### src/rtl/rgbled_chain_if.sv
// rgbled_chain_if: pixel write port plus frame start/busy/done handshake
interface rgbled_chain_if #(
    parameter int NUM_LEDS = 8,
    parameter int CH = 3,
    parameter int COLOR_W = 8
);
    localparam int AW = NUM_LEDS > 1 ? $clog2(NUM_LEDS) : 1;
    logic wr_en;
    logic [AW-1:0] wr_addr;
    logic [CH*COLOR_W-1:0] wr_data;
    logic start;
    logic busy;
    logic done;
    modport master(output wr_en, wr_addr, wr_data, start, input busy, done);
    modport slave(input wr_en, wr_addr, wr_data, start, output busy, done);
endinterface

### src/rtl/rgbled_chain.sv
// rgbled_chain: WS2812-style one-wire NRZ driver streaming a NUM_LEDS frame buffer
module rgbled_chain #(
    parameter int NUM_LEDS = 8,
    parameter int CH = 3,
    parameter int COLOR_W = 8,
    parameter int T_BIT = 25,
    parameter int T0H = 8,
    parameter int T1H = 16,
    parameter int T_RST = 1000
) (
    input  logic           clk,
    input  logic           reset,
    rgbled_chain_if.slave  bus,
    output logic           led_out
);
    localparam int PW = CH * COLOR_W;
    localparam int AW = NUM_LEDS > 1 ? $clog2(NUM_LEDS) : 1;
    localparam int CW = $clog2(T_BIT);
    localparam int BW = PW > 1 ? $clog2(PW) : 1;
    localparam int LW = $clog2(T_RST + 1);
    typedef enum logic [1:0] {IDLE, HIGH, LOW, LATCH} state_t;
    state_t state;
    logic [PW-1:0] frame [NUM_LEDS];
    logic [PW-1:0] shreg;
    logic [CW-1:0] cnt;
    logic [BW-1:0] bit_idx;
    logic [AW-1:0] px;
    logic [LW-1:0] lcnt;
    logic busy;
    logic done;
    logic wr_ok;
    logic [PW-1:0] first_px;
    logic [CW-1:0] t_high;
    // Pixels are stored already in wire order (G,R,B[,W]) so the shifter just emits MSB first
    function automatic logic [PW-1:0] to_wire(input logic [PW-1:0] d);
        return {d[PW-COLOR_W-1 -: COLOR_W], d[PW-1 -: COLOR_W], d[PW-2*COLOR_W-1:0]};
    endfunction
    assign bus.busy = busy;
    assign bus.done = done;
    always_comb begin
        wr_ok = bus.wr_en && !busy && int'(bus.wr_addr) < NUM_LEDS;
        first_px = (wr_ok && bus.wr_addr == '0) ? to_wire(bus.wr_data) : frame[0];
        t_high = shreg[PW-1] ? CW'(T1H - 1) : CW'(T0H - 1);
    end
    always_ff @(posedge clk or posedge reset) begin
        if (reset) begin
            state <= IDLE;
            busy <= 1'b0;
            done <= 1'b0;
            led_out <= 1'b0;
            shreg <= '0;
            cnt <= '0;
            bit_idx <= '0;
            px <= '0;
            lcnt <= '0;
            for (int i = 0; i < NUM_LEDS; i++) frame[i] <= '0;
        end else begin
            if (wr_ok) frame[bus.wr_addr] <= to_wire(bus.wr_data);
            case (state)
                IDLE: if (bus.start) begin
                    state <= HIGH;
                    busy <= 1'b1;
                    led_out <= 1'b1;
                    shreg <= first_px;
                    cnt <= '0;
                    bit_idx <= '0;
                    px <= '0;
                end
                HIGH: begin
                    cnt <= cnt + 1'b1;
                    if (cnt == t_high) begin
                        state <= LOW;
                        led_out <= 1'b0;
                    end
                end
                LOW: if (cnt == CW'(T_BIT - 1)) begin
                    cnt <= '0;
                    if (bit_idx != BW'(PW - 1)) begin
                        state <= HIGH;
                        led_out <= 1'b1;
                        shreg <= shreg << 1;
                        bit_idx <= bit_idx + 1'b1;
                    end else if (px != AW'(NUM_LEDS - 1)) begin
                        // Next pixel loads on the last low cycle so the stream has no gap
                        state <= HIGH;
                        led_out <= 1'b1;
                        shreg <= frame[px + 1'b1];
                        bit_idx <= '0;
                        px <= px + 1'b1;
                    end else begin
                        state <= LATCH;
                        lcnt <= '0;
                    end
                end else cnt <= cnt + 1'b1;
                LATCH: begin
                    lcnt <= lcnt + 1'b1;
                    if (lcnt == LW'(T_RST - 1)) begin
                        done <= 1'b1;
                        busy <= 1'b0;
                    end
                    if (lcnt == LW'(T_RST)) begin
                        state <= IDLE;
                        done <= 1'b0;
                        lcnt <= '0;
                    end
                end
                default: state <= IDLE;
            endcase
        end
    end
endmodule
### src/flat_wrapper.sv
// flat-port wrapper written by rule: the top's interface ports become plain ports
module rgbled_chain_flat 
#(
    parameter int NUM_LEDS = 8,
    parameter int CH = 3,
    parameter int COLOR_W = 8,
    parameter int T_BIT = 25,
    parameter int T0H = 8,
    parameter int T1H = 16,
    parameter int T_RST = 1000
)
  (clk, reset, led_out, bus_wr_en, bus_wr_addr, bus_wr_data, bus_start, bus_busy, bus_done);
  rgbled_chain_if #(.NUM_LEDS(NUM_LEDS), .CH(CH), .COLOR_W(COLOR_W)) bus_i ();
  input  logic clk;
  input  logic reset;
  output logic led_out;
  input wire logic [$bits(bus_i.wr_en)-1:0] bus_wr_en;
  input wire logic [$bits(bus_i.wr_addr)-1:0] bus_wr_addr;
  input wire logic [$bits(bus_i.wr_data)-1:0] bus_wr_data;
  input wire logic [$bits(bus_i.start)-1:0] bus_start;
  output wire logic [$bits(bus_i.busy)-1:0] bus_busy;
  output wire logic [$bits(bus_i.done)-1:0] bus_done;
  assign bus_i.wr_en = bus_wr_en;
  assign bus_i.wr_addr = bus_wr_addr;
  assign bus_i.wr_data = bus_wr_data;
  assign bus_i.start = bus_start;
  assign bus_busy = bus_i.busy;
  assign bus_done = bus_i.done;
  rgbled_chain #(.NUM_LEDS(NUM_LEDS), .CH(CH), .COLOR_W(COLOR_W), .T_BIT(T_BIT), .T0H(T0H), .T1H(T1H), .T_RST(T_RST)) u_core (.clk(clk), .reset(reset), .bus(bus_i), .led_out(led_out));
endmodule
### config.mk
export PLATFORM = sky130hd
export DESIGN_NAME = rgbled_chain_flat
export DESIGN_NICKNAME = d
export VERILOG_FILES = /design/src/rtl/rgbled_chain_if.sv /design/src/rtl/rgbled_chain.sv /design/src/flat_wrapper.sv
export SDC_FILE = /design/constraint.sdc
export NUM_CORES = 1
export LEC_CHECK = 0
export ABC_AREA = 1
export BUFFER_PORTS_ARGS = -buffer_cell sky130_fd_sc_hd__buf_2
export CELL_PAD_IN_SITES_DETAIL_PLACEMENT = 1
export CELL_PAD_IN_SITES_GLOBAL_PLACEMENT = 2
export CORE_AREA = 3 3 219 200
export CTS_CLUSTER_SIZE = 28
export DETAILED_ROUTE_END_ITERATION = 16
export DIE_AREA = 0 0 222 203
export PLACE_DENSITY = 0.66
export SYNTH_ARGS = -nofsm -noshare
export SYNTH_HDL_FRONTEND = slang
export SYNTH_SLANG_ARGS = --single-unit
### constraint.sdc
create_clock -name clk -period 8.15 [get_ports clk]
set_input_delay 0.4075 -clock clk [delete_from_list [all_inputs] [get_ports clk]]
set_output_delay 0.4075 -clock clk [all_outputs]
set_load 0.05 [all_outputs]
Yosys cells after proc, flatten, opt, wreduce, memory -nomap -nowiden
Index checks and enable logic that the tools add are counted.
{"block": "op_classes", "n_reduce_logical": 19, "n_mul": 0, "bitwise": 2, "addsub": 4, "div": 0, "n_lt_le_gt_ge": 3, "n_shift": 0, "muxes": 47, "n_eq_ne": 18}
{"operator": "192-bit bitwise mux", "count": 1}
{"operator": "24-bit 2-to-1 mux", "count": 8}
{"operator": "24-bit binary-select mux with 3-bit select", "count": 1}
{"operator": "24-bit demux with 3-bit select", "count": 1}
{"operator": "24-bit one-hot mux with 2 select lines", "count": 1}
{"operator": "10-bit 2-to-1 mux", "count": 4}
{"operator": "5-bit 2-to-1 mux", "count": 5}
{"operator": "10-bit == test, second input constant", "count": 2}
{"operator": "10-bit one-hot mux with 2 select lines", "count": 1}
{"operator": "5-bit one-hot mux with 3 select lines", "count": 1}
{"operator": "2-bit 2-to-1 mux", "count": 6}
{"operator": "3-bit 2-to-1 mux", "count": 4}
{"operator": "4-bit AND reduction", "count": 3}
{"operator": "10-bit by 1-bit adder with 10-bit output, second input constant", "count": 1}
{"operator": "5-bit by 1-bit adder with 5-bit output, second input constant", "count": 2}
{"operator": "2-bit by 1-bit inequality test with 1-bit output, second input constant", "count": 5}
{"operator": "5-bit one-hot mux with 2 select lines", "count": 1}
{"operator": "5-bit AND reduction", "count": 2}
{"operator": "4-bit greater-or-equal comparator, second input constant", "count": 2}
{"operator": "1-bit 2-to-1 mux", "count": 8}
{"operator": "3-bit NOT with 4-bit output", "count": 2}
{"operator": "2-bit one-hot mux with 4 select lines", "count": 1}
{"operator": "2-bit nonzero test", "count": 4}
{"operator": "2-bit inequality test, second input constant", "count": 3}
{"operator": "other kinds (20)", "count": 24}
{"block": "totals", "memories": 0, "ramBits": 0, "latchBits": 0, "output_inout_bits": 3, "reg_bits": 244, "rom_bits": 0, "inputBits": 31}

Logic depth before layout (Yosys ltp)
{"block": "logic_depth", "word_depth": 9, "ltp_mapped": 12}

Worst setup path before layout
OpenSTA, ideal clock, no wires.
{"block": "synth_timing", "path_type": "register to register", "startpoint": "reg u_core.px[0]", "endpoint": "reg u_core.shreg[1]", "setup_slack_ns": 6.376, "stages_incl_launch_ff": 9, "path_buffers": 2, "required_ns": 8.079, "arrival_time_ns": 1.703, "cell_sequence": "dfrtp_1 ha_1 ha_1 buf_1 buf_1 nor2_1 nor2_1 nor2_1 nor2_1"}
{"block": "synth_between", "elab_chain_cells": 9}
{"item": "start, declared", "line_no": "rgbled_chain.sv:27", "text": "logic [AW-1:0] px;"}
{"item": "start signal, assigned", "line_no": "rgbled_chain.sv:89", "text": "px <= px + 1'b1;"}
{"item": "3-bit by 1-bit adder with 3-bit output", "line_no": "rgbled_chain.sv:87", "text": "shreg <= frame[px + 1'b1];"}
{"item": "3-bit NOT with 4-bit output (implied by the code)", "line_no": "rgbled_chain.sv:87"}
{"item": "24-bit binary-select mux with 3-bit select", "line_no": "rgbled_chain.sv:87"}
{"item": "24-bit 2-to-1 mux (implied by the code) (2 in series)", "line_no": "rgbled_chain.sv:87"}
{"item": "24-bit 2-to-1 mux", "line_no": "rgbled_chain.sv:83", "text": "end else if (px != AW'(NUM_LEDS - 1)) begin"}
{"item": "24-bit 2-to-1 mux", "line_no": "rgbled_chain.sv:78", "text": "if (bit_idx != BW'(PW - 1)) begin"}
{"item": "24-bit 2-to-1 mux", "line_no": "rgbled_chain.sv:76", "text": "LOW: if (cnt == CW'(T_BIT - 1)) begin"}
{"item": "24-bit one-hot mux with 2 select lines", "line_no": "rgbled_chain.sv:59", "text": "case (state)"}
{"item": "end signal, assigned", "line_no": "rgbled_chain.sv:64", "text": "shreg <= first_px;"}
{"item": "end signal, assigned", "line_no": "rgbled_chain.sv:81", "text": "shreg <= shreg << 1;"}
{"item": "end signal, assigned", "line_no": "rgbled_chain.sv:87"}
{"item": "end, declared", "line_no": "rgbled_chain.sv:24", "text": "logic [PW-1:0] shreg;"}
Parallel ways exist; a longest one is shown, timed or not. The select of a mux whose other input is x is not followed.
A chain may end at the register's enable or synchronous reset.

Final worst setup path
{"block": "layout_timing", "startpoint": "reg u_core.px[0]", "endpoint": "reg u_core.shreg[0]"}
Same word-level chain as after synthesis.

==> flow_summary.json <==
{
  "status": "finished, violations left",
  "violations": "hold timing",
  "hold_viol_final": 15,
  "setup_viol": 0,
  "fp.dieW_um": 222,
  "layout_common_cells": "nand2_1, dfrtp_1, o21ai_0, nor2_1, inv_1",
  "cts_setup_buffers": 0,
  "setup_tns_ns": 0,
  "critical_path_class": "register to register",
  "h-tree-depth": 1,
  "crit_slowest_cell": "ha_2",
  "num_io_pins": 34,
  "synth-seq-area-share_pct": 48.92,
  "cts_buffer_depth": 3,
  "p_per_area_nw_per_um2": 265.0,
  "fmax_mhz": 306.1,
  "hold_path_class": "input port to async pin",
  "vias": 10530,
  "die_area_um2": 45070,
  "hpwlAfterDp_um": 23120,
  "endpoint_kind": "register",
  "drt_iter0_drc": 647,
  "hold_ws_ns": -0.01951,
  "tightest_slew_ns": 1.091,
  "core_um2": 41660,
  "ant_nets": 0,
  "overflow": 0,
  "period_share_pct": 40.09,
  "dieHeight_um": 203,
  "worstPathArrival_ns": 3.77,
  "rsz0062_at_grt": "no",
  "critical_path_peak_fanout": 48,
  "gp_congestion": 0.7560,
  "cts_resized": 0,
  "cpPeakStageDelay_ns": 0.75,
  "irDropWorstVdd_mv": 0.1784,
  "n_antenna_cell": 0,
  "cts.hold.buffers_added": 0,
  "clk_pin_slew_ns": 0.06,
  "syn_to_final_growth_pct": 12.06,
  "maxCapViolations": 0,
  "initial_core_util_pct": 29.96,
  "nets": 1712,
  "required_ns": 8.66,
  "slew_violations": 0,
  "cts_buffers": 31,
  "insertion_delay_ns": 0.58,
  "grt_max_degree": 133,
  "utilization_pct": 33.57,
  "skew_ns": 0.01876,
  "layout_commonest_cell": "nand2_1",
  "syn_area_um2": 12480,
  "track_usage_pct": 17.54,
  "rows": 71,
  "wl_um": 39050,
  "power_leakage_nw": 6.539,
  "grt_pass1_wl_um": 62940,
  "vias_per_cell": 4.696,
  "cp-start-kind": "register",
  "fillers": 5055,
  "syn_avg_cell_area_um2": 7.398,
  "drc": 0,
  "io_buffers": 33,
  "cts_tree": "done",
  "synth_cells": 1687,
  "post_drt_wl_per_cell_um": 17.42,
  "first_pass_iters": 5,
  "cts_sinks": 244,
  "cts_root_buf": "clkbuf_16",
  "ys_types": 33,
  "synth-seq-cells": 244,
  "drive_gt1_share_pct": 7.434,
  "max_slew_margin_pct": 27.28,
  "antenna_found_initial": 0,
  "synth_warnings": 0,
  "period_minus_slack_ns": 3.267,
  "grt_pass1_vias": 10710,
  "worst_path_most_repeated_cell": "nor2_1",
  "synth_nets": 1729,
  "worstPathCellList": "ha_2 -> buf_4 -> inv_2 -> nor2_1 -> o21ai_0 -> nand2_1 -> nor2_1 -> nor2_1 -> nor2_1 -> nor2_1"
}
metrics by stage:
stage	hold slack (ns)	power (mW)	area [um2]	worst slack (ns)	cells
after detailed placement	0.4708	2.392	12990	4.836	2184
after global placement	0.4627	2.384	12990	4.866	2184
final	-0.01951	3.707	13990	4.883	2242
after CTS	0.02313	3.786	13990	4.811	2242
after floorplan	0.4478	2.124	12480	1.041	1687
after global routing	0.05990	3.983	13990	4.585	2242
layout make-up:
cell class / count / area (um2) / share of cell area (%)
Clock buffer: 41 / 853.3 / 6.101
Clock inverter: 17 / 138.9 / 0.9930
Inverter: 191 / 724.4 / 5.180
Multi-Input combinational cell: 1157 / 5207 / 37.23
Sequential cell: 244 / 6110 / 43.68
Tap cell: 547 / 684.4 / 4.894
Timing Repair Buffer: 45 / 267.8 / 1.914
logic make-up after synthesis:
| kind of cell | after synthesis | synth area share [%] |
|---|---|---|
| AND/OR/NAND/NOR | 894 | 29.91 |
| buffers and inverters | 286 | 9.664 |
| AO/OA/AOI/OAI | 246 | 9.975 |
| flip-flops | 244 | 48.92 |
| adder cells (fa/ha/maj) | 11 | 1.103 |
| XOR/XNOR | 6 | 0.4210 |
flip-flops by register name, indices dropped and copies added (netlist names):
name             cells
u_core.bit_idx       5
u_core.bus.busy      1
u_core.bus.done      1
u_core.cnt           5
u_core.frame       192
u_core.lcnt         10
u_core.led_out       1
u_core.px            3
u_core.shreg        24
u_core.state         2
per-layer routing:
layer  global-route usage (%)  wire length (um)  vias to the layer above
met2                    29.15             17680                      115
met3                    2.140              1125                       44
met1                    24.79             19500                     5130
met5                        0                 0                        -
li1                         -                 -                     5240
met4                    3.450               742                        0
power breakdown:
| part | internal (mW) | switching (mW) |
|---|---|---|
| combinational | 0.266 | 0.693 |
| sequential | 1.32 | 0.0730 |
| clock | 0.795 | 0.559 |
worst max-delay path, delay by kind of cell (launching register included):
family          cells  cell delay [ns]
buf+inv             2             1.06
fa+ha+maj           1             0.75
flops               1             0.69
simple gates        6             0.58
compound gates      1             0.09
final timing paths:
| check | slack, ns | depth (start not counted) | endpoint | startpoint |
|---|---|---|---|---|
| min | -0.02 | 2 | u_core.frame[128] | reset |
| min in group clk | 0.07 | 3 | u_core.frame[54] | bus_wr_data[6] |
| max | 4.88 | 10 | u_core.shreg[0] | u_core.px[0] |
| min reg2reg | 0.48 | 2 | u_core.frame[141] | u_core.frame[141] |
| max in group asynchronous | 6.88 | 3 | u_core.frame[130] | reset |
| max reg2reg | 4.88 | 10 | u_core.shreg[0] | u_core.px[0] |
cells in the mapped netlist, drive strengths merged:
cell type	count	share of area, %
o22ai	3	0.15
xnor2	1	0.070
nand4	26	1.3
clkinv	1	0.030
o21ai	231	9.3
a21oi	8	0.32
a21o	2	0.12
nand3	120	4.9
dfrtp	244	49
buf	69	3.1
nor3	5	0.33
ha	11	1.1
nor2	204	6.5
and2	24	1.2
xor2	5	0.35
inv	190	5.7
a22oi	2	0.12
clkbuf	26	0.78
nand2	514	16
nor3b	1	0.060
Note: power is estimated with default switching activity, not from simulation.
